--- src/rtl/window_result_streamer_pkg.sv ---
`default_nettype none
// +----------------------------------------------------------------------+
// | window_result_streamer_pkg: shared types and geometry helpers for     |
// | the corner-score return path.  Rev 1.0                                |
// +----------------------------------------------------------------------+
package window_result_streamer_pkg;

    localparam int SCORE_W = 16;
    localparam int CNT_W   = 9;

    typedef enum logic [1:0] {
        ST_IDLE   = 2'd0,
        ST_STREAM = 2'd1,
        ST_FLUSH  = 2'd2
    } state_e;

    typedef struct packed {
        logic [SCORE_W-1:0] data;
        logic               corner;
        logic [CNT_W-1:0]   col;
        logic [CNT_W-1:0]   row;
        logic               sof;
        logic               eol;
        logic               eof;
    } entry_t;

    function automatic int rows_out(input int img_height, input int win);
        return img_height - win + 1;
    endfunction

    function automatic int valid_cols(input int img_width, input int win);
        return img_width - win + 1;
    endfunction

endpackage
`default_nettype wire

--- src/rtl/window_result_streamer_fifo.sv ---
`default_nettype none
// +----------------------------------------------------------------------+
// | sync_fwft_fifo: single-clock first-word-fall-through FIFO; a push     |
// | into a full FIFO succeeds when a pop happens in the same cycle.       |
// | Rev 1.0                                                               |
// +----------------------------------------------------------------------+
module sync_fwft_fifo #(
    parameter int WIDTH = 8,
    parameter int DEPTH = 16
) (
    input  logic             clk,
    input  logic             reset,
    input  logic             push_i,
    input  logic [WIDTH-1:0] wr_data_i,
    input  logic             pop_i,
    output logic [WIDTH-1:0] rd_data_o,
    output logic             full_o,
    output logic             empty_o
);

    localparam int AW = $clog2(DEPTH);

    logic [WIDTH-1:0] mem_q [DEPTH];
    logic [AW:0]      wr_ptr_q;
    logic [AW:0]      rd_ptr_q;
    logic [AW:0]      w_count;
    logic             w_do_push;
    logic             w_do_pop;

    assign w_count   = wr_ptr_q - rd_ptr_q;
    assign full_o    = (w_count == (AW+1)'(DEPTH));
    assign empty_o   = (w_count == '0);
    assign w_do_pop  = pop_i && !empty_o;
    assign w_do_push = push_i && (!full_o || w_do_pop);
    assign rd_data_o = mem_q[rd_ptr_q[AW-1:0]];

    always_ff @(posedge clk) begin
        if (reset) begin
            wr_ptr_q <= '0;
            rd_ptr_q <= '0;
        end else begin
            if (w_do_push) wr_ptr_q <= wr_ptr_q + 1'b1;
            if (w_do_pop)  rd_ptr_q <= rd_ptr_q + 1'b1;
        end
    end

    // Storage carries no reset; emptiness is tracked by the pointers alone.
    always_ff @(posedge clk) begin
        if (w_do_push) mem_q[wr_ptr_q[AW-1:0]] <= wr_data_i;
    end

endmodule
`default_nettype wire

--- src/rtl/window_result_streamer.sv ---
`default_nettype none
// +----------------------------------------------------------------------+
// | window_result_streamer: masks, thresholds and raster-tags window      |
// | scores, then buffers them onto a ready/valid stream.  Rev 1.0         |
// +----------------------------------------------------------------------+
module window_result_streamer
    import window_result_streamer_pkg::*;
#(
    parameter int IMG_WIDTH  = 480,
    parameter int IMG_HEIGHT = 360,
    parameter int WIN        = 6,
    parameter int DATA_W     = SCORE_W,
    parameter int FIFO_DEPTH = 16
) (
    input  logic              clk,
    input  logic              reset,
    input  logic [DATA_W-1:0] in_score,
    input  logic              in_valid,
    input  logic [DATA_W-1:0] threshold,
    output logic [DATA_W-1:0] out_data,
    output logic              out_corner,
    output logic [8:0]        out_col,
    output logic [8:0]        out_row,
    output logic              out_sof,
    output logic              out_eol,
    output logic              out_eof,
    output logic              out_valid,
    input  logic              out_ready,
    output logic              frame_done,
    output logic              overflow
);

    localparam logic [8:0] c_last_col  = 9'(IMG_WIDTH - 1);
    localparam logic [8:0] c_last_row  = 9'(rows_out(IMG_HEIGHT, WIN) - 1);
    localparam logic [8:0] c_max_valid = 9'(valid_cols(IMG_WIDTH, WIN) - 1);

    logic [8:0] col_q, col_d;
    logic [8:0] row_q, row_d;
    logic       overflow_q;
    state_e     state_q, state_d;
    logic       next_frame_q, next_frame_d;

    entry_t w_entry;
    entry_t w_head;
    logic   w_full;
    logic   w_empty;
    logic   w_pop;
    logic   w_wr_ok;
    logic   w_wr_sof;
    logic   w_wr_eof;
    logic   w_acc_eof;
    logic   w_col_valid;

    assign w_pop       = !w_empty && out_ready;
    assign w_wr_ok     = in_valid && (!w_full || w_pop);
    assign w_col_valid = (col_q <= c_max_valid);
    assign w_wr_sof    = w_wr_ok && w_entry.sof;
    assign w_wr_eof    = w_wr_ok && w_entry.eof;
    assign w_acc_eof   = w_pop && w_head.eof;

    always_comb begin
        w_entry.data   = w_col_valid ? in_score : '0;
        w_entry.corner = w_col_valid && (in_score > threshold);
        w_entry.col    = col_q;
        w_entry.row    = row_q;
        w_entry.sof    = (row_q == '0) && (col_q == '0);
        w_entry.eol    = (col_q == c_last_col);
        w_entry.eof    = (col_q == c_last_col) && (row_q == c_last_row);
    end

    // Counters advance on every in_valid, even a dropped one, to keep raster alignment.
    always_comb begin
        col_d = col_q;
        row_d = row_q;
        if (in_valid) begin
            if (col_q == c_last_col) begin
                col_d = '0;
                row_d = (row_q == c_last_row) ? 9'd0 : row_q + 9'd1;
            end else begin
                col_d = col_q + 9'd1;
            end
        end
    end

    always_ff @(posedge clk) begin
        if (reset) begin
            col_q      <= '0;
            row_q      <= '0;
            overflow_q <= 1'b0;
        end else begin
            col_q <= col_d;
            row_q <= row_d;
            if (in_valid && !w_wr_ok) overflow_q <= 1'b1;
        end
    end

    sync_fwft_fifo #(
        .WIDTH ($bits(entry_t)),
        .DEPTH (FIFO_DEPTH)
    ) u_fifo (
        .clk       (clk),
        .reset     (reset),
        .push_i    (w_wr_ok),
        .wr_data_i (w_entry),
        .pop_i     (w_pop),
        .rd_data_o (w_head),
        .full_o    (w_full),
        .empty_o   (w_empty)
    );

    always_ff @(posedge clk) begin
        if (reset) begin
            state_q      <= ST_IDLE;
            next_frame_q <= 1'b0;
        end else begin
            state_q      <= state_d;
            next_frame_q <= next_frame_d;
        end
    end

    // next_frame_q remembers a sof written while the previous frame is still draining.
    always_comb begin
        state_d      = state_q;
        next_frame_d = next_frame_q;
        case (state_q)
            ST_IDLE: begin
                if (w_wr_sof) state_d = w_wr_eof ? ST_FLUSH : ST_STREAM;
            end
            ST_STREAM: begin
                if (w_wr_eof) state_d = ST_FLUSH;
            end
            ST_FLUSH: begin
                if (w_acc_eof) begin
                    next_frame_d = 1'b0;
                    if (next_frame_q || w_wr_sof) begin
                        state_d = w_wr_eof ? ST_FLUSH : ST_STREAM;
                    end else begin
                        state_d = ST_IDLE;
                    end
                end else if (w_wr_sof) begin
                    next_frame_d = 1'b1;
                end
            end
            default: begin
                state_d      = ST_IDLE;
                next_frame_d = 1'b0;
            end
        endcase
    end

    always_comb begin
        frame_done = (state_q == ST_FLUSH) && w_acc_eof;
        overflow   = overflow_q;
        out_valid  = !w_empty;
        out_data   = '0;
        out_corner = 1'b0;
        out_col    = '0;
        out_row    = '0;
        out_sof    = 1'b0;
        out_eol    = 1'b0;
        out_eof    = 1'b0;
        if (!w_empty) begin
            out_data   = w_head.data;
            out_corner = w_head.corner;
            out_col    = w_head.col;
            out_row    = w_head.row;
            out_sof    = w_head.sof;
            out_eol    = w_head.eol;
            out_eof    = w_head.eof;
        end
    end

endmodule
`default_nettype wire

--- config.mk ---
export PLATFORM = sky130hd
export DESIGN_NAME = window_result_streamer
export DESIGN_NICKNAME = d
export VERILOG_FILES = /design/src/rtl/window_result_streamer_pkg.sv /design/src/rtl/window_result_streamer_fifo.sv /design/src/rtl/window_result_streamer.sv
export SDC_FILE = /design/constraint.sdc
export NUM_CORES = 1
export LEC_CHECK = 0
export BUFFER_PORTS_ARGS = -buffer_cell sky130_fd_sc_hd__buf_4
export CAP_MARGIN = 20
export CORE_MARGIN = 1
export CORE_UTILIZATION = 60
export DETAILED_ROUTE_END_ITERATION = 10
export PLACE_DENSITY = 0.79
export SLEW_MARGIN = 20
export SYNTH_ARGS = -nofsm -noshare
export SYNTH_HDL_FRONTEND = slang
export SYNTH_SLANG_ARGS = --single-unit
--- constraint.sdc ---
create_clock -name clk -period 4.2 [get_ports clk]
set_clock_uncertainty 0.1 [all_clocks]
set_input_delay 0.21 -clock clk [delete_from_list [all_inputs] [get_ports clk]]
set_output_delay 0.21 -clock clk [all_outputs]
set_load 0.02 [all_outputs]
### Yosys cells after proc, flatten, opt, wreduce, memory -nomap -nowiden

Memories as Yosys holds them, arrays and structs flattened. A register that Yosys moved wholly into a read port is not among the register bits.
Index checks and enable logic that the tools add are counted.

* register bits: 32
* latch bits: 0
* RAM bits: 608
* bits in read-only memories: 0
* memories kept: 1

* add/sub/neg operators: 5
* multiply operators: 0
* divide/modulo/power cells: 0
* magnitude comparators: 2
* equal/unequal tests: 9
* shift-type cells: 0
* muxes and demuxes: 23
* bitwise operators: 1
* reduce and logical (&&, ||, !) cells: 26

Memory list
* u_fifo.mem_q: depth 16, width 38, read ports 1, clocked after Yosys merged registers in 1, write ports 1, line window_result_streamer_fifo.sv:23 `logic [WIDTH-1:0] mem_q [DEPTH];`

Operator list (count)
* $mux 9: 4
* $mux 16: 2
* $add 9x1->9 const B: 2
* $eq 9x9->1 const B: 2
* $logic_not 9->1: 2
* $gt 16x16->1: 1
* $logic_and 1x1->1: 12
* $add 5x1->5 const B: 2
* $mux 2: 5
* $le 9x9->1 const B: 1
* $mux 1: 8
* $mux 4: 2
* $ne 2x2->1 const B: 3
* $pmux 2 s3: 1
* $eq 5x5->1 const B: 1
* $logic_not 5->1: 1
* $sub 5x5->5: 1
* $reduce_and 2->1: 2
* $logic_not 1->1: 3
* $logic_or 1x1->1: 3
* $ne 3x3->1 const B: 1
* $reduce_and 3->1: 1
* $eq 2x1->1 const B: 1
* $eq 2x2->1 const B: 1
* 4 further kinds: 4

### Logic depth before layout (Yosys ltp)

Gate-level depths: netlist of the first run.

* depth in word-level cells: 11
* mapped depth: 9

### Cells and area by module

From an unflattened synthesis of the first run, not the netlist that was laid out.

* cells, all modules: 1204
* area total of the unflattened synthesis: 25719.7 um2

Modules (own cells, without submodules)
* sync_fwft_fifo: instances 1, cells an instance 954, area each 23750.3 um2, sequential area each 18537.8 um2
* window_result_streamer: instances 1, cells an instance 250, area each 1969.4 um2, sequential area each 440.4 um2

### Worst setup path after synthesis of the first run

No wires, ideal clock.

* kind: flip-flop to flip-flop
* start point: register u_fifo.rd_ptr_q[1]
* end point: memory u_fifo.mem_q[3][0] (netlist bit), enable pin
* arrival: 2.858 ns
* required time: 3.701 ns
* slack: 0.843 ns
* stages on the path, launching flop included: 10
* cells stage by stage: dfxtp_1 -> inv_1 -> ha_1 -> nor2b_1 -> o211ai_1 -> a21oi_1 -> o211a_1 -> nor2_1 -> clkbuf_1 -> and3_1

* word-level cells in the longest chain between the ends: 9
* elaborated cells on any way between the ends: 13

Ends and longest elaborated chain
* start: declaration: line window_result_streamer_fifo.sv:25 `logic [AW:0] rd_ptr_q;`
* start signal: assignment: line window_result_streamer_fifo.sv:43 `if (w_do_pop) rd_ptr_q <= rd_ptr_q + 1'b1;`
* $sub 5x5->5 *: line window_result_streamer_fifo.sv:30 `assign w_count = wr_ptr_q - rd_ptr_q;`
* $logic_not 5->1: line window_result_streamer_fifo.sv:32 `assign empty_o = (w_count == '0);`
* $logic_not 1->1: line window_result_streamer_fifo.sv:33, window_result_streamer.sv:54
* $logic_and 1x1->1: line window_result_streamer.sv:54 `assign w_pop = !w_empty && out_ready;`
* $logic_or 1x1->1 or $logic_and 1x1->1 (tied branches): line window_result_streamer.sv:55, window_result_streamer_fifo.sv:33
* $logic_and 1x1->1 or $logic_or 1x1->1 (tied branches): line window_result_streamer.sv:55, window_result_streamer_fifo.sv:34
* $logic_and 1x1->1 *: line window_result_streamer_fifo.sv:34 `assign w_do_push = push_i && (!full_o || w_do_pop);`
* $mux 1 *: line window_result_streamer_fifo.sv:49 `if (w_do_push) mem_q[wr_ptr_q[AW-1:0]] <= wr_data_i;`
* $mux 1 (not written as such) *: line window_result_streamer_fifo.sv:49
* end: declaration: line window_result_streamer_fifo.sv:23

Mark *: on every way between the ends. The rest lies on a longest branch, timed or not.

==> results_dict.tcl, run 1 <==
set metrics [dict create \
    cts_resized 0 \
    setup_viol 0 \
    drtAntennaViolNets 0 \
    ys.flop_type "edfxtp_1" \
    ff_latch_area_sq_um 19000 \
    cts.sinks 644 \
    hpwl_mm 35.3 \
    multi_input_area_sq_um 6260 \
    gp_congestion 0.822 \
    numPortBuffers 76 \
    vias 12800 \
    fmax_ghz 0.282 \
    chipHeight_um 209 \
    yosys-top-cells-area "edfxtp_1 (71%), mux4_2 (17%), dfxtp_1 (2.8%)" \
    grt_max_degree 73 \
    start_util 0.610 \
    worstPathMaxFanout 43 \
    ios 77 \
    clock_path_buffers 3 \
    power_density_nw_per_um2 572 \
    final_cell_mix "edfxtp_1 (608), mux4_2 (189), buf_4 (92), clkbuf_16 (59), nor2b_1 (43)" \
    fin_setup_tns_ns 0 \
    remaining_drc_errors 0 \
    synth_nets 1271 \
    synth.cell_area_sq_um 25600 \
    worst_slew_pin_slew_ns 1.02 \
    cts_setup_buffers 0 \
    worstSetupPathType "register to primary output" \
    rsz0062_at_grt "false" \
    period_share 0.844 \
    cts-root-buf "clkbuf_16" \
    syn_area_per_cell_sq_um 21.3 \
    drtIter0Drc 1679 \
    synth_edf_count 608 \
    fillers 2481 \
    via_per_inst 6.73 \
    yosysTopAreaCell "edfxtp_1" \
    cts_buffers 59 \
    wl_per_cell_um 31.6 \
    synth_top_family_by_area "multiplexers" \
    num_rows 75 \
    holdCritPathClass "input port to register" \
    seq_area_frac_synth 0.740 \
    worst_setup_path_start_kind "register" \
    power_mw 16.6 \
    clkTransAtPathRegs_ns 0.06 \
    synth_compound_area_frac 0.0141 \
    async_flop_share 0 \
    grt_pass1_wl_mm 87.1 \
    synthMuxAreaShare 0.168 \
    area_growth_pct 13.2 \
    grt_pass1_vias 12900 \
    die_area_sq_um 43600 \
    ir_drop_mv 0.364 \
    max_slew_margin 0.320 \
    synth_top_cell_area_share 0.712 \
    synth-adder-area-share 0.0151 \
    cap_violations 0 \
    wirelength_mm 60.3 \
    layout_min_cycle_time_ns 3.54 \
    htreeDepth 2 \
    clk-insertion-delay-late_ns 0.62 \
    drt_first_pass_iters 5 \
    place_area_sq_um 27100 \
    ys_types 55 \
    ys_ff_latch 644 \
    die_w_um 209 \
    grt_overflow 0 \
    synth_simple_gate_area_share 0.0386 \
    leakage_nw 9.44 \
    fin_nets 1388 \
    gr-usage-all-layers 0.284 \
    final_common_cell "edfxtp_1" \
    synth-xor-area-share 0.00649 \
    cp-end-kind "primary output" \
    outcome "finished, final reports clean" \
    crit_arrival_ns 3.23 \
    antenna_found_initial 5 \
    cp_data_required_time_ns 3.89 \
    hold_buffers 2 \
    syn_inst 1204 \
    yosys_warnings 0 \
    core_sq_um 42000 \
    hold_viol 0 \
    final-max-slew-violation-count 0 \
    fin_area_sq_um 29000 \
    drive_gt1_frac 0.303 \
    cts_tree "built" \
]
final timing paths:
check / from / endpoint / slack (ns) / depth (start not counted)
worst max-delay path: register / frame_done / 0.66 / 6
worst min-delay path: in_score[3] / u_fifo.mem_q[6][25] / 0.22 / 2
worst min register to register: u_fifo.rd_ptr_q[4] / u_fifo.rd_ptr_q[4] / 0.40 / 2
worst max register to register: u_fifo.rd_ptr_q[1] / u_fifo.mem_q[15][32] / 0.89 / 8
through the flow:
stage               hold slack [ns]   util  setup slack, ns  cells
floorplan                     0.327      -            0.843   1204
global placement              0.380  0.644             1.07   1796
detailed placement            0.386  0.644             1.01   1796
CTS                          0.0157  0.690            0.581   1904
global route                  0.223  0.691            0.464   1905
finish                        0.216  0.691            0.657   1907
critical path: stages, from the launching register on:
cell and delay (ns):
dfxtp_4 0.68, buf_12 0.38, mux4_2 0.61, mux2_2 0.30, a21oi_2 0.35, nor4_1 0.09, buf_4 0.19
routing by layer:
metal | vias to the layer above | wire length (um) | GRT usage
met5 | - | 13 | 0
met4 | 2 | 1040 | 0.0626
met3 | 82 | 7620 | 0.0981
met2 | 769 | 28900 | 0.437
met1 | 6769 | 22700 | 0.399
li1 | 5211 | - | -
registers in the layout (all words and copies together) (netlist names), named ones only:
| name | flops |
|---|---|
| col_q | 9 |
| next_frame_q | 1 |
| overflow | 1 |
| row_q | 9 |
| state_q | 2 |
| u_fifo.mem_q | 608 |
| u_fifo.rd_ptr_q | 5 |
| u_fifo.wr_ptr_q | 5 |
synth_stat cells (16+ instances only):
library cell	number
a21oi_1	16
and2_1	17
and3_1	20
clkbuf_1	25
dfxtp_1	36
edfxtp_1	608
ha_1	31
inv_1	29
mux4_2	189
nor2_1	36
nor2b_1	43
where the power goes:
group          leakage [nW]  switching, mW  total [mW]  internal, mW
Clock                 0.918           2.30        5.36          3.07
Sequential             5.88          0.144        7.30          7.16
Combinational          2.64           2.18        3.95          1.77
area by class of cell:
class                      count  area share
sequential                   644       0.654
clock buffer                  72      0.0525
timing repair buffer         113      0.0372
tap                          539      0.0232
clock inverter                34      0.0131
multi-input combinational    472       0.216
antenna                        2    0.000172
inverter                      31     0.00401
cell families after synthesis:
| kind of cell | count (synthesis) |
|---|---|
| multiplexers | 195 |
| AO/OA/AOI/OAI | 52 |
| AND/OR/NAND/NOR | 175 |
| adder cells (fa/ha/maj) | 31 |
| flip-flops | 644 |
| buffers and inverters | 88 |
| XOR/XNOR | 19 |
No activity file was read; power rests on OpenSTA's default activity.
==> inputs of run 2 (changes only) <==
==> constraint.sdc (replaced) <==
create_clock -name clk -period 3.5 [get_ports clk]
set_clock_uncertainty 0.1 [all_clocks]
set_input_delay 0.175 -clock clk [delete_from_list [all_inputs] [get_ports clk]]
set_output_delay 0.175 -clock clk [all_outputs]
set_load 0.02 [all_outputs]
==> run 2 against run 1 <==
  * Core utilization rose by 0.35 points
  * Combinational power increased by 10%
  * Power up 18%
  * Clock power up 23%
  * Global-route usage down 1.8 points
  * Flip-flop and latch count unchanged
  * First-iteration DRC count shrank 13%
  * Register-to-register slack worse by 0.66 ns
  * Sequential power is 20% higher
  * Cell count grew 0.58%
  * Final area is 0.50% higher
  * Sequential share of layout area down 0.33 points
==> results_dict.tcl, run 2 (synthesis gave the netlist of run 1 again) <==
set metrics [dict create \
    outcome "finished, final reports clean" \
    gp_congestion 0.810 \
    drtAntennaViolNets 0 \
    worstReg2RegEnd "state_q[1]" \
    cts_buffers 60 \
    clkTransAtPathRegs_ns 0.06 \
    drtIter0Drc 1462 \
    holdWs_ns 0.0907 \
    via_per_inst 6.57 \
    die_area_sq_um 43600 \
    die_w_um 209 \
    clk-insertion-delay-late_ns 0.63 \
    cp-end-kind "primary output" \
    fin_setup_tns_ns 0 \
    r2r_cells 7 \
    setup_viol 0 \
    ff2ff_setup_slack_ns 0.23 \
    drive_gt1_frac 0.308 \
    hpwl_mm 29.3 \
    cp_data_required_time_ns 3.22 \
    worstSetupPathType "register to primary output" \
    cts_tree "built" \
    start_util 0.610 \
    ir_drop_mv 0.554 \
    vias 12600 \
    ios 77 \
    worst_setup_path_start_kind "register" \
    final_cell_mix "edfxtp_1 (608), mux4_2 (189), buf_4 (97), clkbuf_16 (62), nor2b_1 (43)" \
    leakage_nw 9.54 \
    numPortBuffers 76 \
    hold_viol 0 \
    comb_power_share 0.221 \
    min_from "in_score[6]" \
    grt_pass1_vias 13500 \
    antenna_found_initial 1 \
    clock_path_buffers 3 \
    fmax_ghz 0.301 \
    holdCritPathClass "input port to register" \
    grt_max_degree 58 \
    fin_nets 1397 \
    power_density_nw_per_um2 674 \
    worstReg2RegStart "row_q[2]" \
    htreeDepth 2 \
    wl_per_cell_um 29.3 \
    cts.sinks 644 \
    remaining_drc_errors 0 \
    cp_top_family "simple AND/OR/NAND/NOR gates" \
    layout_min_cycle_time_ns 3.32 \
    num_rows 75 \
    worstPathMaxFanout 17 \
    crit_top_cell "buf_4" \
    final-max-slew-violation-count 0 \
    max_slew_margin 0.397 \
    p_switching_mw 5.16 \
    min_path_cells 2 \
    grt_overflow 0 \
    period_share 0.948 \
    switching_share 0.262 \
    cp.buffers_inverters 3 \
    cpPeakStageDelay_ns 0.40 \
    grt_pass1_wl_mm 84.1 \
    slowest_stage "dfxtp_1" \
    min_to "u_fifo.mem_q[15][28]" \
    clock_power_share 0.334 \
    p_int_mw 14.5 \
    rsz0062_at_grt "false" \
    chipHeight_um 209 \
    largest_reg_flops 608 \
    seqPwrFrac 0.445 \
    drt_first_pass_iters 5 \
    cap_violations 0 \
    crit_arrival_ns 3.04 \
    path_cells "inv_1 -> ha_1 -> or2_1 -> o31a_1 -> xor2_1 -> nor4_2 -> buf_4 -> nor2b_1 -> buf_4" \
    wirelength_mm 56.1 \
    area_growth_pct 13.8 \
    stdcell_count 1918 \
    final_common_cell "edfxtp_1" \
    gr-usage-all-layers 0.266 \
    cts-root-buf "clkbuf_16" \
    dp_cells 1803 \
    worst_slew_pin_slew_ns 0.903 \
    core_sq_um 42000 \
]
## run 2: cell types whose count changed in the layout (fill, tap and decap cells not counted), sizes merged
| cell | change |
|---|---|
| buf | +7 |
| clkbuf | +4 |
| clkinv | +3 |
| clkinvlp | -2 |
| diode | -1 |
| dlygate4sd3 | +1 |
| inv | -1 |
## run 2: what timing repair did
item / 4_1_cts / 5_1_grt
hold buffers: 4 / 0
hold endpoints to repair: 24 / 0
endpoints found under the setup margin: 0 / 1
resized for setup: 0 / 1
buffers inserted: 0 / 0
## run 2: routing by layer
layer	wire length, um	part of all wire	global-route usage	vias to the layer above
li1	-	-	-	5237
met1	21600	0.39	0.363	6607
met2	28700	0.51	0.439	626
met3	3750	0.067	0.0380	134
met4	2050	0.037	0.109	2
met5	12	0.00021	0	-
## run 2: worst max path at each step
stage / endpoint / slack (ns) / cells after the start / startpoint
after floorplan: u_fifo.mem_q[3][0] / 0.14 / 9 / u_fifo.rd_ptr_q[1]
after global placement: u_fifo.mem_q[15][32] / 0.70 / 8 / u_fifo.rd_ptr_q[1]
after detailed placement: u_fifo.mem_q[15][31] / 0.61 / 8 / u_fifo.rd_ptr_q[1]
after CTS: state_q[1] / 0.09 / 7 / row_q[2]
after global routing: state_q[1] / 0.08 / 7 / row_q[2]
final: out_row[8] / 0.18 / 9 / u_fifo.rd_ptr_q[2]
## run 2: area by class of cell
type | instances | area (sq um)
diodes | 1 | 2.50
clock buffers | 76 | 1600
clock inverters | 34 | 373
fillers | 2461 | 12900
inverters | 31 | 116
multi-input cells | 472 | 6250
flip-flops and latches | 644 | 19000
well taps | 539 | 674
repair buffers | 121 | 1170
## run 2: stage by stage
| stage | utilization | power, mW | instance area [sq um] | worst slack [ns] |
|---|---|---|---|---|
| finish | 0.694 | 19.7 | 29200 | 0.182 |
| global route | 0.694 | 20.3 | 29200 | 0.0759 |
| CTS | 0.694 | 19.8 | 29200 | 0.0944 |
| detailed placement | 0.646 | 13.3 | 27200 | 0.612 |
| global placement | 0.646 | 13.2 | 27200 | 0.700 |
| floorplan | - | 11.9 | 25600 | 0.143 |
## run 2: power by group through the flow
stage | Clock [mW] | Combinational, mW | Sequential (mW)
global route | 6.93 | 4.64 | 8.77
CTS | 6.63 | 4.45 | 8.75
detailed placement | 0 | 4.39 | 8.91
finish | 6.58 | 4.35 | 8.75
global placement | 0 | 4.35 | 8.89
floorplan | 0 | 3.10 | 8.79
==> inputs of run 3 (changes only) <==
--- a/config.mk
+++ b/config.mk
@@ -5,8 +5,8 @@
 export SDC_FILE = /design/constraint.sdc
 export NUM_CORES = 1
 export LEC_CHECK = 0
-export BUFFER_PORTS_ARGS = -buffer_cell sky130_fd_sc_hd__buf_4
-export CAP_MARGIN = 20
+export ABC_AREA = 1
+export BUFFER_PORTS_ARGS = -buffer_cell sky130_fd_sc_hd__buf_2
 export CORE_MARGIN = 1
 export CORE_UTILIZATION = 60
 export DETAILED_ROUTE_END_ITERATION = 10
==> run 3 against run 2 <==
  * Flip-flop and latch count unchanged
  * Combinational power is 32% lower
  * Synthesized cell count up 78%
  * Largest cell class unchanged
==> results_dict.tcl, run 3 <==
set metrics [dict create \
    outcome "finished, final reports clean" \
    yosys-top-cells-area "edfxtp_1 (69%), nand2_1 (7.9%), a21oi_1 (5.8%)" \
    yosysTopAreaCell "edfxtp_1" \
    clk-insertion-delay-late_ns 0.62 \
    antenna_found_initial 0 \
    met2_length_mm 30.8 \
    crit_arrival_ns 3.05 \
    yosysMostFrequentCell "edfxtp_1" \
    die_area_sq_um 45000 \
    wirelength_mm 64.7 \
    area_growth_pct 12.9 \
    drt_first_pass_iters 7 \
    ys_top_cells_by_count "edfxtp_1 (608), nand2_1 (561), a21oi_1 (308)" \
    ys_types 48 \
    ir_drop_mv 0.431 \
    hpwl_mm 35.0 \
    gr-usage-all-layers 0.291 \
    final_common_cell "edfxtp_1" \
    num_rows 76 \
    synth_edf_count 608 \
    final_cell_mix "edfxtp_1 (608), nand2_1 (560), a21oi_1 (306), buf_2 (76), a22oi_1 (74)" \
    setup_viol 0 \
    ff2ff_setup_slack_ns 0.57 \
    seq_area_frac_synth 0.716 \
    leakage_nw 10.8 \
    cts.sinks 644 \
    layout_min_cycle_time_ns 3.32 \
    fillers 2827 \
    die_w_um 212 \
    place_area_sq_um 28000 \
    async_flop_share 0 \
    wl_met3_mm 7.02 \
    min_to "u_fifo.mem_q[10][31]" \
    cts-root-buf "clkbuf_16" \
    cts_setup_buffers 0 \
    fin_util 0.690 \
    final-max-slew-violation-count 0 \
    seqPwrFrac 0.485 \
    clkTransAtPathRegs_ns 0.06 \
    pre_cts_ws_ns 0.592 \
    cap_violations 0 \
    drt-met1-wl_mm 24.9 \
    cp-end-kind "primary output" \
    n_antenna_cell 0 \
    synth_nets 2211 \
    clock_power_share 0.349 \
    drive_gt1_frac 0.123 \
    worst_slew_pin_slew_ns 0.961 \
    worstPathMaxFanout 18 \
    switching_share 0.271 \
    remaining_drc_errors 0 \
    vias 18000 \
    start_util 0.611 \
    worst_setup_path_start_kind "register" \
    grt_overflow 0 \
    p_switching_mw 4.80 \
    largest_reg_flops 608 \
    fin_area_sq_um 29900 \
    ys_ff_latch 644 \
    numPortBuffers 76 \
    clock_path_buffers 3 \
    rsz0062_at_grt "false" \
    top_layer "met4" \
    comb_power_share 0.166 \
    yosys_warnings 0 \
    p_int_mw 12.9 \
    ios 77 \
    grt_pass1_vias 17300 \
    fin_nets 2295 \
    htreeDepth 2 \
    period_share 0.949 \
    hold_viol 0 \
    drtIter0Drc 2531 \
    cp_data_required_time_ns 3.22 \
    cts_tree "built" \
    synth.cell_area_sq_um 26500 \
    fmax_ghz 0.301 \
    syn_inst 2144 \
    core_sq_um 43400 \
    holdCritPathClass "input port to register" \
    ys.flop_type "edfxtp_1" \
    cts_buffers 59 \
    chipHeight_um 212 \
    power_density_nw_per_um2 593 \
    min_path_cells 4 \
    grt_max_degree 104 \
    min_from "in_score[9]" \
    syn_area_per_cell_sq_um 12.4 \
    worstReg2RegStart "u_fifo.rd_ptr_q[1]" \
    drtAntennaViolNets 0 \
    via_per_inst 6.28 \
    r2r_cells 14 \
    worstReg2RegEnd "u_fifo.mem_q[8][12]" \
    max_slew_margin 0.355 \
    gp_congestion 0.838 \
    synth_top_cell_area_share 0.689 \
    worstSetupPathType "register to primary output" \
    power_mw 17.7 \
    grt_pass1_wl_mm 97.3 \
    setup_slack_ns 0.179 \
    wl_per_cell_um 22.6 \
]
-- run 3: cell count changes in the layout (fill, tap and decap cells not counted), moves of 55 or more --
cell and delta:
a32o_1 +55, mux4_2 -189, a21oi_1 +290, nand2_1 +548
buf_2 +76, o21ai_0 +64, a22oi_1 +74
-- run 3: final cells by class --
type / count / area [sq um] / share of cell area
Inverter: 79 / 314 / 0.0105
Clock inverter: 38 / 285 / 0.00953
Multi-Input combinational cell: 1291 / 6770 / 0.226
Clock buffer: 72 / 1570 / 0.0524
Tap cell: 585 / 732 / 0.0245
Timing Repair Buffer: 153 / 1270 / 0.0425
Sequential cell: 644 / 19000 / 0.634
-- run 3: worst max-delay path: stages (launching register included) --
cell     delay, ns
dfxtp_1       0.36
inv_1         0.08
ha_1          0.33
nand2_1       0.13
nand2_1       0.08
nand2_1       0.10
nand2_1       0.08
nand2_1       0.07
nand2_1       0.13
nand2_8       0.21
buf_12        0.20
o21ai_0       0.13
a21oi_1       0.28
buf_2         0.22
-- run 3: per-layer routing --
metal,track usage,vias to the layer above
li1,-,8004
met3,0.0496,129
met1,0.400,8701
met5,0,-
met2,0.468,1126
met4,0.111,0
-- run 3: power groups by stage --
stage               Clock [mW]  Combinational, mW  Sequential (mW)
global route              6.51               3.18             8.62
global placement             0               2.77             8.77
detailed placement           0               2.86             8.77
finish                    6.19               2.94             8.61
floorplan                    0               1.96             8.74
CTS                       6.22               2.90             8.61
-- run 3: logic make-up after synthesis --
group | count (synthesis) | synth area share
AO/OA/AOI/OAI | 559 | 0.127
XOR/XNOR | 5 | 0.00165
adder cells (fa/ha/maj) | 31 | 0.0146
buffers and inverters | 209 | 0.0341
flip-flops | 644 | 0.716
AND/OR/NAND/NOR | 696 | 0.106
-- run 3: timing repair --
item,in CTS,in global routing
setup endpoints to repair,2,9
hold buffers,5,0
hold endpoints to repair,36,0
resized for setup,1,5
-- run 3: worst max path at each step --
stage,endpoint,startpoint
after floorplan,u_fifo.mem_q[11][0],u_fifo.rd_ptr_q[1]
after global placement,u_fifo.mem_q[7][34],u_fifo.rd_ptr_q[1]
after detailed placement,u_fifo.mem_q[8][16],u_fifo.rd_ptr_q[1]
after CTS,out_col[6],u_fifo.rd_ptr_q[1]
after global routing,out_col[8],register
final,out_col[0],u_fifo.rd_ptr_q[1]
-- run 3: stage by stage --
step	hold slack [ns]	std cells	TNS, ns
finish	0.0224	2862	0
global route	0.0424	2862	0
detailed placement	0.343	2747	0
CTS	0.00668	2862	0
global placement	0.358	2747	0
floorplan	0.144	2144	-84.72
